File: src/rtl/fetch_pc_ctrl_pkg.sv
// Shared opcodes, FSM encoding and immediate decoders for the fetch PC sequencer.
package fetch_pc_ctrl_pkg;
    localparam logic [6:0] OPCODE_JAL    = 7'b1101111;
    localparam logic [6:0] OPCODE_BRANCH = 7'b1100011;

    typedef enum logic [1:0] {
        FPC_BOOT  = 2'd0,
        FPC_RUN   = 2'd1,
        FPC_FLUSH = 2'd2
    } fpc_state_e;

    function automatic logic [31:0] imm_b(input logic [31:0] ins);
        return {{20{ins[31]}}, ins[7], ins[30:25], ins[11:8], 1'b0};
    endfunction

    function automatic logic [31:0] imm_j(input logic [31:0] ins);
        return {{12{ins[31]}}, ins[19:12], ins[20], ins[30:21], 1'b0};
    endfunction
endpackage

File: src/rtl/Predicter.sv
// Static predictor: JAL and backward conditional branches taken, everything else pc+4.
module Predicter
    import fetch_pc_ctrl_pkg::*;
(
    input  logic [31:0] i_instr,
    input  logic [31:0] i_pc,
    output logic [31:0] o_pred_pc
);
    logic [31:0] w_imm_b;
    logic [31:0] w_imm_j;

    assign w_imm_b = imm_b(i_instr);
    assign w_imm_j = imm_j(i_instr);

    always_comb begin
        o_pred_pc = i_pc + 32'd4;
        if (i_instr[6:0] == OPCODE_JAL)
            o_pred_pc = i_pc + w_imm_j;
        else if (i_instr[6:0] == OPCODE_BRANCH && w_imm_b[31])
            o_pred_pc = i_pc + w_imm_b;
    end
endmodule

File: src/rtl/pred_queue.sv
// In-order FIFO of predicted next-PCs; clear wins over push and pop.
module pred_queue #(
    parameter int DEPTH = 4
) (
    input  logic        clk,
    input  logic        rst_n,
    input  logic        i_push,
    input  logic        i_pop,
    input  logic        i_clear,
    input  logic [31:0] i_data,
    output logic [31:0] o_head,
    output logic        o_full,
    output logic        o_empty
);
    localparam int PW = $clog2(DEPTH);
    localparam int CW = PW + 1;

    logic [31:0]   r_mem [DEPTH];
    logic [PW-1:0] r_wr_ptr;
    logic [PW-1:0] r_rd_ptr;
    logic [CW-1:0] r_count;
    logic          w_do_push;
    logic          w_do_pop;

    assign o_empty   = (r_count == '0);
    assign o_full    = (r_count == CW'(DEPTH));
    assign o_head    = r_mem[r_rd_ptr];
    assign w_do_pop  = i_pop & ~o_empty;
    assign w_do_push = i_push & (~o_full | w_do_pop);

    always_ff @(posedge clk) begin
        if (w_do_push && !i_clear)
            r_mem[r_wr_ptr] <= i_data;
    end

    always_ff @(posedge clk or negedge rst_n) begin
        if (!rst_n) begin
            r_wr_ptr <= '0;
            r_rd_ptr <= '0;
            r_count  <= '0;
        end else if (i_clear) begin
            r_wr_ptr <= '0;
            r_rd_ptr <= '0;
            r_count  <= '0;
        end else begin
            if (w_do_push) r_wr_ptr <= r_wr_ptr + PW'(1);
            if (w_do_pop)  r_rd_ptr <= r_rd_ptr + PW'(1);
            r_count <= r_count + CW'(w_do_push) - CW'(w_do_pop);
        end
    end
endmodule

File: src/rtl/fetch_pc_ctrl.sv
// Fetch-stage PC sequencer: static prediction, in-order resolve queue, flush/redirect on mispredict.
module fetch_pc_ctrl
    import fetch_pc_ctrl_pkg::*;
#(
    parameter logic [31:0] RESET_PC = 32'h0000_0000,
    parameter int          QDEPTH   = 4,
    parameter int          CNT_W    = 32
) (
    input  logic             clk,
    input  logic             rst_n,
    output logic [31:0]      imem_addr,
    input  logic [31:0]      imem_rdata,
    input  logic             imem_valid,
    output logic             if_valid,
    input  logic             if_ready,
    output logic [31:0]      if_instr,
    output logic [31:0]      if_pc,
    output logic [31:0]      if_pred_pc,
    input  logic             resolve_valid,
    input  logic [31:0]      resolve_next_pc,
    output logic             flush,
    output logic             q_full,
    output logic [CNT_W-1:0] mispredict_cnt,
    output logic [CNT_W-1:0] resolve_cnt,
    output logic             proto_err
);
    fpc_state_e       r_state;
    logic [31:0]      r_pc;
    logic             r_if_valid;
    logic [31:0]      r_if_instr;
    logic [31:0]      r_if_pc;
    logic [31:0]      r_if_pred_pc;
    logic             r_flush;
    logic [CNT_W-1:0] r_mispredict_cnt;
    logic [CNT_W-1:0] r_resolve_cnt;
    logic             r_proto_err;

    logic [31:0] w_pred_pc;
    logic [31:0] w_head;
    logic        w_q_full;
    logic        w_q_empty;
    logic        w_res_req;
    logic        w_res_ok;
    logic        w_perr;
    logic        w_mismatch;
    logic        w_fire;

    Predicter u_pred (
        .i_instr   (imem_rdata),
        .i_pc      (r_pc),
        .o_pred_pc (w_pred_pc)
    );

    pred_queue #(.DEPTH(QDEPTH)) u_queue (
        .clk     (clk),
        .rst_n   (rst_n),
        .i_push  (w_fire),
        .i_pop   (w_res_ok),
        .i_clear (w_mismatch),
        .i_data  (w_pred_pc),
        .o_head  (w_head),
        .o_full  (w_q_full),
        .o_empty (w_q_empty)
    );

    // Execute is flushed alongside us, so its resolves are dropped while in FLUSH.
    assign w_res_req  = resolve_valid & (r_state != FPC_FLUSH);
    assign w_res_ok   = w_res_req & ~w_q_empty;
    assign w_perr     = w_res_req & w_q_empty;
    assign w_mismatch = w_res_ok & (resolve_next_pc != w_head);
    assign w_fire     = (r_state == FPC_RUN) & imem_valid & ~w_q_full
                      & (~r_if_valid | if_ready) & ~w_mismatch;

    always_ff @(posedge clk or negedge rst_n) begin
        if (!rst_n) begin
            r_state          <= FPC_BOOT;
            r_pc             <= RESET_PC;
            r_if_valid       <= 1'b0;
            r_if_instr       <= '0;
            r_if_pc          <= '0;
            r_if_pred_pc     <= '0;
            r_flush          <= 1'b0;
            r_mispredict_cnt <= '0;
            r_resolve_cnt    <= '0;
            r_proto_err      <= 1'b0;
        end else begin
            r_flush <= 1'b0;
            if (w_mismatch) begin
                r_state <= FPC_FLUSH;
            end else begin
                case (r_state)
                    FPC_BOOT:  r_state <= FPC_RUN;
                    FPC_RUN:   r_state <= FPC_RUN;
                    FPC_FLUSH: r_state <= FPC_RUN;
                    default:   r_state <= FPC_BOOT;
                endcase
            end

            if (w_mismatch) begin
                r_pc       <= resolve_next_pc;
                r_if_valid <= 1'b0;
                r_flush    <= 1'b1;
            end else if (w_fire) begin
                r_if_valid   <= 1'b1;
                r_if_instr   <= imem_rdata;
                r_if_pc      <= r_pc;
                r_if_pred_pc <= w_pred_pc;
                r_pc         <= w_pred_pc;
            end else if (if_ready) begin
                r_if_valid <= 1'b0;
            end

            if (w_res_ok && r_resolve_cnt != '1)
                r_resolve_cnt <= r_resolve_cnt + CNT_W'(1);
            if (w_mismatch && r_mispredict_cnt != '1)
                r_mispredict_cnt <= r_mispredict_cnt + CNT_W'(1);
            if (w_perr)
                r_proto_err <= 1'b1;
        end
    end

    assign imem_addr      = r_pc;
    assign if_valid       = r_if_valid;
    assign if_instr       = r_if_instr;
    assign if_pc          = r_if_pc;
    assign if_pred_pc     = r_if_pred_pc;
    assign flush          = r_flush;
    assign q_full         = w_q_full;
    assign mispredict_cnt = r_mispredict_cnt;
    assign resolve_cnt    = r_resolve_cnt;
    assign proto_err      = r_proto_err;
endmodule
File: config.mk
export PLATFORM = sky130hd
export DESIGN_NAME = fetch_pc_ctrl
export DESIGN_NICKNAME = d
export VERILOG_FILES = /design/src/rtl/fetch_pc_ctrl_pkg.sv /design/src/rtl/Predicter.sv /design/src/rtl/pred_queue.sv /design/src/rtl/fetch_pc_ctrl.sv
export SDC_FILE = /design/constraint.sdc
export NUM_CORES = 1
export LEC_CHECK = 0
export BUFFER_PORTS_ARGS = -buffer_cell sky130_fd_sc_hd__buf_2
export CAP_MARGIN = 20
export CORE_MARGIN = 3
export CORE_UTILIZATION = 40
export DETAILED_ROUTE_END_ITERATION = 6
export GPL_ROUTABILITY_DRIVEN = 0
export PLACE_DENSITY = 0.73
export SLEW_MARGIN = 5
export SYNTH_ARGS = -nofsm -noshare
export SYNTH_HDL_FRONTEND = slang
export SYNTH_HIERARCHICAL = 1
export SYNTH_SLANG_ARGS = --single-unit
File: constraint.sdc
create_clock -name clk -period 3.7 [get_ports clk]
set_clock_uncertainty 0.1 [all_clocks]
set_input_delay 0.37 -clock clk [delete_from_list [all_inputs] [get_ports clk]]
set_output_delay 0.37 -clock clk [all_outputs]
set_load 0.005 [all_outputs]
## After elaboration in Yosys (flattened, before gate mapping)

Memories as Yosys holds them, arrays and structs flattened.
Cells that the tools add are included.

| storage, ports and cells | value |
|---|---|
| register bits | 204 |
| bits in writable memories | 128 |
| output and inout port bits | 196 |
| logic and storage cells | 78 |
| memories | 1 |

| cells by class | value |
|---|---|
| add/sub/neg operators | 9 |
| eq/ne operators | 9 |
| multiplexer cells | 17 |
| bitwise gates (word level) | 16 |
| reductions and logical operators | 13 |

Memory list:

| memory | words | bits a word | rd ports | clocked after memory_dff | wr ports | line | RTL |
|---|---|---|---|---|---|---|---|
| u_queue.r_mem | 4 | 32 | 1 | 0 | 1 | pred_queue.sv:18 | `logic [31:0] r_mem [DEPTH];` |

Operator list:

| kind | count |
|---|---|
| $mux W32 | 4 |
| $add A32 B1 Y32 const B | 2 |
| $add A32 B32 Y32 | 2 |
| $ne A32 B32 Y1 const B | 2 |
| $add A32 B3 Y32 const B | 1 |
| $ne A32 B32 Y1 | 1 |
| $eq A7 B7 Y1 const B | 2 |
| $and A1 B1 Y1 | 10 |
| $mux W2 | 5 |
| $mux W1 | 7 |
| $reduce_bool A2 Y1 | 3 |
| $add A2 B1 Y2 const B | 2 |
| $logic_and A1 B1 Y1 | 4 |
| $not A1 Y1 | 4 |
| $add A3 B1 Y3 | 1 |
| $eq A3 B3 Y1 const B | 1 |
| $logic_not A3 Y1 | 1 |
| $mux W3 | 1 |
| $reduce_bool A3 Y1 | 1 |
| $reduce_or A3 Y1 | 1 |
| $sub A3 B1 Y3 | 1 |
| $eq A2 B1 Y1 const B | 1 |
| $eq A2 B2 Y1 const B | 1 |
| $logic_not A2 Y1 | 1 |
| 4 further kinds | 5 |

## Logic depth before layout (Yosys ltp)

| logic depth | value |
|---|---|
| depth after elaboration | 10 |
| mapped depth | 17 |

## Cells and area by module

The synthesis kept the hierarchy.

Modules (own cells, without submodules):

| module | times used | cells an instance | area each (µm²) | sequential area each (µm²) |
|---|---|---|---|---|
| fetch_pc_ctrl | 1 | 689 | 8811.0 | 4904.7 |
| pred_queue | 1 | 213 | 5112.4 | 4018.9 |
| Predicter | 1 | 531 | 3683.5 | 0.0 |

## Least setup slack after synthesis

No wires, ideal clock.

| timing | value |
|---|---|
| path kind | register to register |
| from | reg u_queue.r_rd_ptr[0] |
| to | mem u_queue.r_mem[0][0], enable pin |
| library setup time | 392 ps |
| arrival | 3604 ps |
| slack | -396 ps |
| cell stages (with the launch flop) | 13 |
| clock period less this slack | 4096 ps |
| cell sequence | dfrtp_1 > buf_6 > buf_6 > mux4_2 > xnor2_1 > nand4_1 > nor4_4 > a21oi_4 > buf_2 > buf_2 > clkbuf_1 > nor3b_1 > and2_1 |

| on the way | value |
|---|---|
| cells in the longest elaborated chain, start to end | 9 |
| elaborated cells between the ends (all ways) | 10 |
| those cells by class | eq/ne (1); mux (2); bitwise (4); reduce/logical (2); memory (1) |

Ends and longest elaborated chain:

| element | line | RTL |
|---|---|---|
| start, declared | pred_queue.sv:20 | `logic [PW-1:0] r_rd_ptr;` |
| start signal, assigned | pred_queue.sv:47 | `if (w_do_pop) r_rd_ptr <= r_rd_ptr + PW'(1);` |
| $mem_v2 Z4 W32 * | -- |  |
| named net w_head[11] | fetch_pc_ctrl.sv:39 | `logic [31:0] w_head;` |
| $ne A32 B32 Y1 * | fetch_pc_ctrl.sv:70 | `assign w_mismatch = w_res_ok & (resolve_next_pc != w_head);` |
| $and A1 B1 Y1 * | fetch_pc_ctrl.sv:70 |  |
| named net w_mismatch | fetch_pc_ctrl.sv:45 | `logic w_mismatch;` |
| $not A1 Y1 (no source line) | -- |  |
| $and A1 B1 Y1 | fetch_pc_ctrl.sv:72 | `& (~r_if_valid \| if_ready) & ~w_mismatch;` |
| $and A1 B1 Y1 | pred_queue.sv:29 | `assign w_do_push = i_push & (~o_full \| w_do_pop);` |
| $logic_and A1 B1 Y1 * | pred_queue.sv:32 | `if (w_do_push && !i_clear)` |
| $mux W1 * | pred_queue.sv:32 |  |
| $mux W1 (not written as such) * | pred_queue.sv:33 | `r_mem[r_wr_ptr] <= i_data;` |
| end, declared | pred_queue.sv:18 |  |

The timed path passes the listed nets; every way through them passes the cells marked *.

## Worst setup path after layout

| timing | value |
|---|---|
| from | reg u_queue.r_rd_ptr[0] |
| to | reg r_if_pred_pc[2] (netlist: if_pred_pc[2]) |

| on the way | value |
|---|---|
| cells in the longest elaborated chain, start to end | 6 |

Ends and longest elaborated chain:

| element | line | RTL |
|---|---|---|
| $mem_v2 Z4 W32 * | -- |  |
| named net w_head[26] | fetch_pc_ctrl.sv:39 |  |
| $ne A32 B32 Y1 * | fetch_pc_ctrl.sv:70 |  |
| $and A1 B1 Y1 * | fetch_pc_ctrl.sv:70 |  |
| $not A1 Y1 (no source line) * | -- |  |
| $and A1 B1 Y1 | fetch_pc_ctrl.sv:72 |  |
| $reduce_and A2 Y1 (no source line) * | -- |  |
| end signal, assigned | fetch_pc_ctrl.sv:107 | `r_if_pred_pc <= w_pred_pc;` |
| end, declared | fetch_pc_ctrl.sv:32 | `logic [31:0] r_if_pred_pc;` |

Marks and branches as above.
A chain may end at the register's enable or synchronous reset.

==> run metrics <==
register bit total from synthesis 331; WP data arrival roughly 3.9 ns; DP Wirelength between 30 and 40 mm; row count 76; actual slew at the worst max-slew pin 1.00 ns; Max Cap Viol 0; sw frac 37.2%; Syn Inst Count approximately 1.4k; Max IR drop VDD around 530 uV; critical path endpoint category flip-flop; first-pass detailed-route iteration total 6; Async SR Flop Fraction between 60% and 70%; Via density between 5 and 6; leakage a little under 10 nW; power per standard cell area approximately 780 mW/mm^2; GR Util met3 under 10%; DIE AREA 0.0466 mm^2; Core Footprint 0.0433 mm^2; Total GRT Usage between 20% and 30%; maximum clock rate about 280 MHz; Detailed Route Iter0 Violations 1117; maximum clock path buffer count 3; I/O pins 265; worst skew pair latency 0.55 ns; # nets final approximately 2.0k; Hold Crit Class primary input to flip-flop; Chip Height ~220 um; run status completed; cts bufs inserted 38; RSZ-0062 raised after global routing true; initial core utilization about 40%; grt ovf 0; Global Route met1 Usage 29.0%; Synth cell types between 90 and 100; Main synth FF type dfrtp_1; CTS H-tree lvls 2; Area Growth Syn to Fin 25.2%; Worst-path clk slew 0.06 ns; Comb power frac a little under half; power share of the clock group about a fifth; Tmin final 3.59 ns; via count ~14k; Cell Area, Synth ~0.018 mm^2; final antenna-violating net count 0; total power between 15 and 20 mW; final core occ about half; internal power between 10 and 15 mW; Setup-failing EPs final 0; drc violations 0; slew margin rel. 32.8%; sequential share of the synthesized area 50.7%; global-route wire length before repair between 70 and 80 mm; GRT met2 Usage approximately 34%; CTS tree done; syn avg cell area around 12 um^2; port bufs 264; Flop pwr share 32.9%; Max Slew Vio Count 0; Syn Nets between 1.5k and 2k; crit start category flip-flop; post-route clock period utilization 97.2%; Net Sw Power ~6.4 mW; ANT cells 0; layout cells sized above 1 roughly a third; largest net degree at the start of global routing between 90 and 100; Total Wirelength roughly 50 mm; YS warnings 6; clk sinks roughly 330; CP max FO 92; Final Hold Fails 0; Req. time, crit path ~4.0 ns; Post-synth EDFFs 128; Root Buffer clkbuf_16; crit path kind flip-flop to flip-flop; DIE WIDTH 216 um; number of global-route vias before repair around 14k; initial antenna violation count 0; routed len/inst 20.6 um; grt peak-use layer met2
what timing repair did:
item | in CTS | in global routing
resized for setup | 4 | 22
pin swaps | 1 | 13
hold buffers | 41 | 0
setup buffers | 1 | 8
setup endpoints to repair | 130 | 158
hold endpoints to repair | 118 | 0
kinds of logic (layout without fill, tap and decap cells):
logic type | Yosys count | count (layout) | synth area share [%]
adders and majority gates | 54 | 54 | 3.97
AOI/OAI and AO/OA | 267 | 267 | 10.6
buffers and inverters | 80 | 505 | 2.51
muxes | 166 | 166 | 13.1
xor gates and xnor gates | 145 | 145 | 7.21
and+or+nand+nor | 390 | 390 | 11.9
DFF | 331 | 331 | 50.7
layer usage:
| layer | share of wire, % | vias up |
|---|---|---|
| li1 | - | 6166 |
| met1 | 42 | 6842 |
| met2 | 48 | 526 |
| met3 | 7.1 | 94 |
| met4 | 2.6 | 0 |
| met5 | 0 | - |
cell usage in the layout, fill, tap and decap left out, types with 41 or more instances in the layout:
cell	netlist	layout
mux2_2	70	70
clkbuf_16	0	41
xnor2_1	104	99
buf_2	14	263
o21ai_0	64	62
nand3_1	50	50
edfxtp_1	128	128
buf_4	8	98
nand2_1	117	116
nor2_1	52	52
dlygate4sd3_1	0	41
dfrtp_1	203	202
a21oi_1	50	49
ha_1	51	50
nand4_1	41	41
state kept, by name, indices dropped and copies added (netlist names):
signal	count
u_queue/r_wr_ptr	2
u_queue/r_mem	128
mispredict_cnt	32
resolve_cnt	32
flush	1
if_instr	32
if_pc	32
proto_err	1
if_pred_pc	32
u_queue/r_count	3
u_queue/r_rd_ptr	2
imem_addr	32
r_state	1
if_valid	1
layout make-up:
| class | instances | area (um^2) |
|---|---|---|
| tap | 585 | 732 |
| clock inverter | 26 | 169 |
| fill | 3760 | 21200 |
| timing repair buffer | 416 | 2730 |
| sequential | 331 | 8920 |
| multi-input combinational | 1022 | 8380 |
| clock buffer | 44 | 1040 |
| inverter | 19 | 71.3 |
Yosys cell counts, types with 32 or more instances:
cell type,number,area (um^2)
a21oi_1,50,250
and3_1,33,206
dfrtp_1,203,5080
edfxtp_1,128,3840
ha_1,51,638
mux2_2,70,788
mux2i_1,34,340
mux4_2,32,721
nand2_1,117,439
nand3_1,50,250
nand4_1,41,257
nor2_1,52,195
o21ai_0,64,320
xnor2_1,104,911
xor2_1,41,359
power groups by stage:
| stage | Clock (mW) | Sequential (mW) | Combinational (mW) |
|---|---|---|---|
| final | 3.64 | 5.65 | 7.91 |
| after global routing | 3.87 | 5.76 | 8.59 |
| after floorplan | 0 | 5.72 | 4.71 |
| after global placement | 0 | 5.67 | 7.48 |
| after CTS | 3.73 | 5.65 | 7.75 |
| after detailed placement | 0 | 5.70 | 7.64 |
worst paths after layout:
| path | from | end | slack [ns] | depth (start not counted) |
|---|---|---|---|---|
| min reg2reg | r_state[0] | r_state[0] | 0.38 | 1 |
| min in group asynchronous | rst_n | mispredict_cnt[25] | 0.32 | 2 |
| max | u_queue/r_rd_ptr[0] | if_pred_pc[2] | 0.11 | 10 |
| max reg2reg | u_queue/r_rd_ptr[0] | if_pred_pc[2] | 0.11 | 10 |
| max in group asynchronous | rst_n | if_pc[12] | 2.11 | 3 |
| min | resolve_next_pc[8] | imem_addr[8] | 0.02 | 3 |
per-stage QoR:
stage          cells  TNS [ns]  setup slack (ns)  cell area (um^2)  hold slack, ns
3_3_place_gp    2323     -3.78           -0.0495             20200           0.348
5_1_grt         2443   -0.0286           -0.0179             22000          0.0193
2_1_floorplan   1433     -8.63           -0.0674             17600         -0.0256
6_report        2443         0             0.105             22000          0.0219
4_1_cts         2435         0           0.00166             21900         0.00586
3_5_place_dp    2323    -16.61            -0.154             20200           0.364
worst max-delay path, cell delays in order (launching register included):
cell and delay (ns):
dfrtp_2 0.44, buf_12 0.16, mux4_2 0.56, xnor2_4 0.21
nand4_1 0.21, nor4_4 0.43, a21oi_4 0.13, nor2_8 0.11
buf_4 0.12, buf_12 0.31, mux2_2 0.41
No activity file was read; power rests on OpenSTA's default activity.
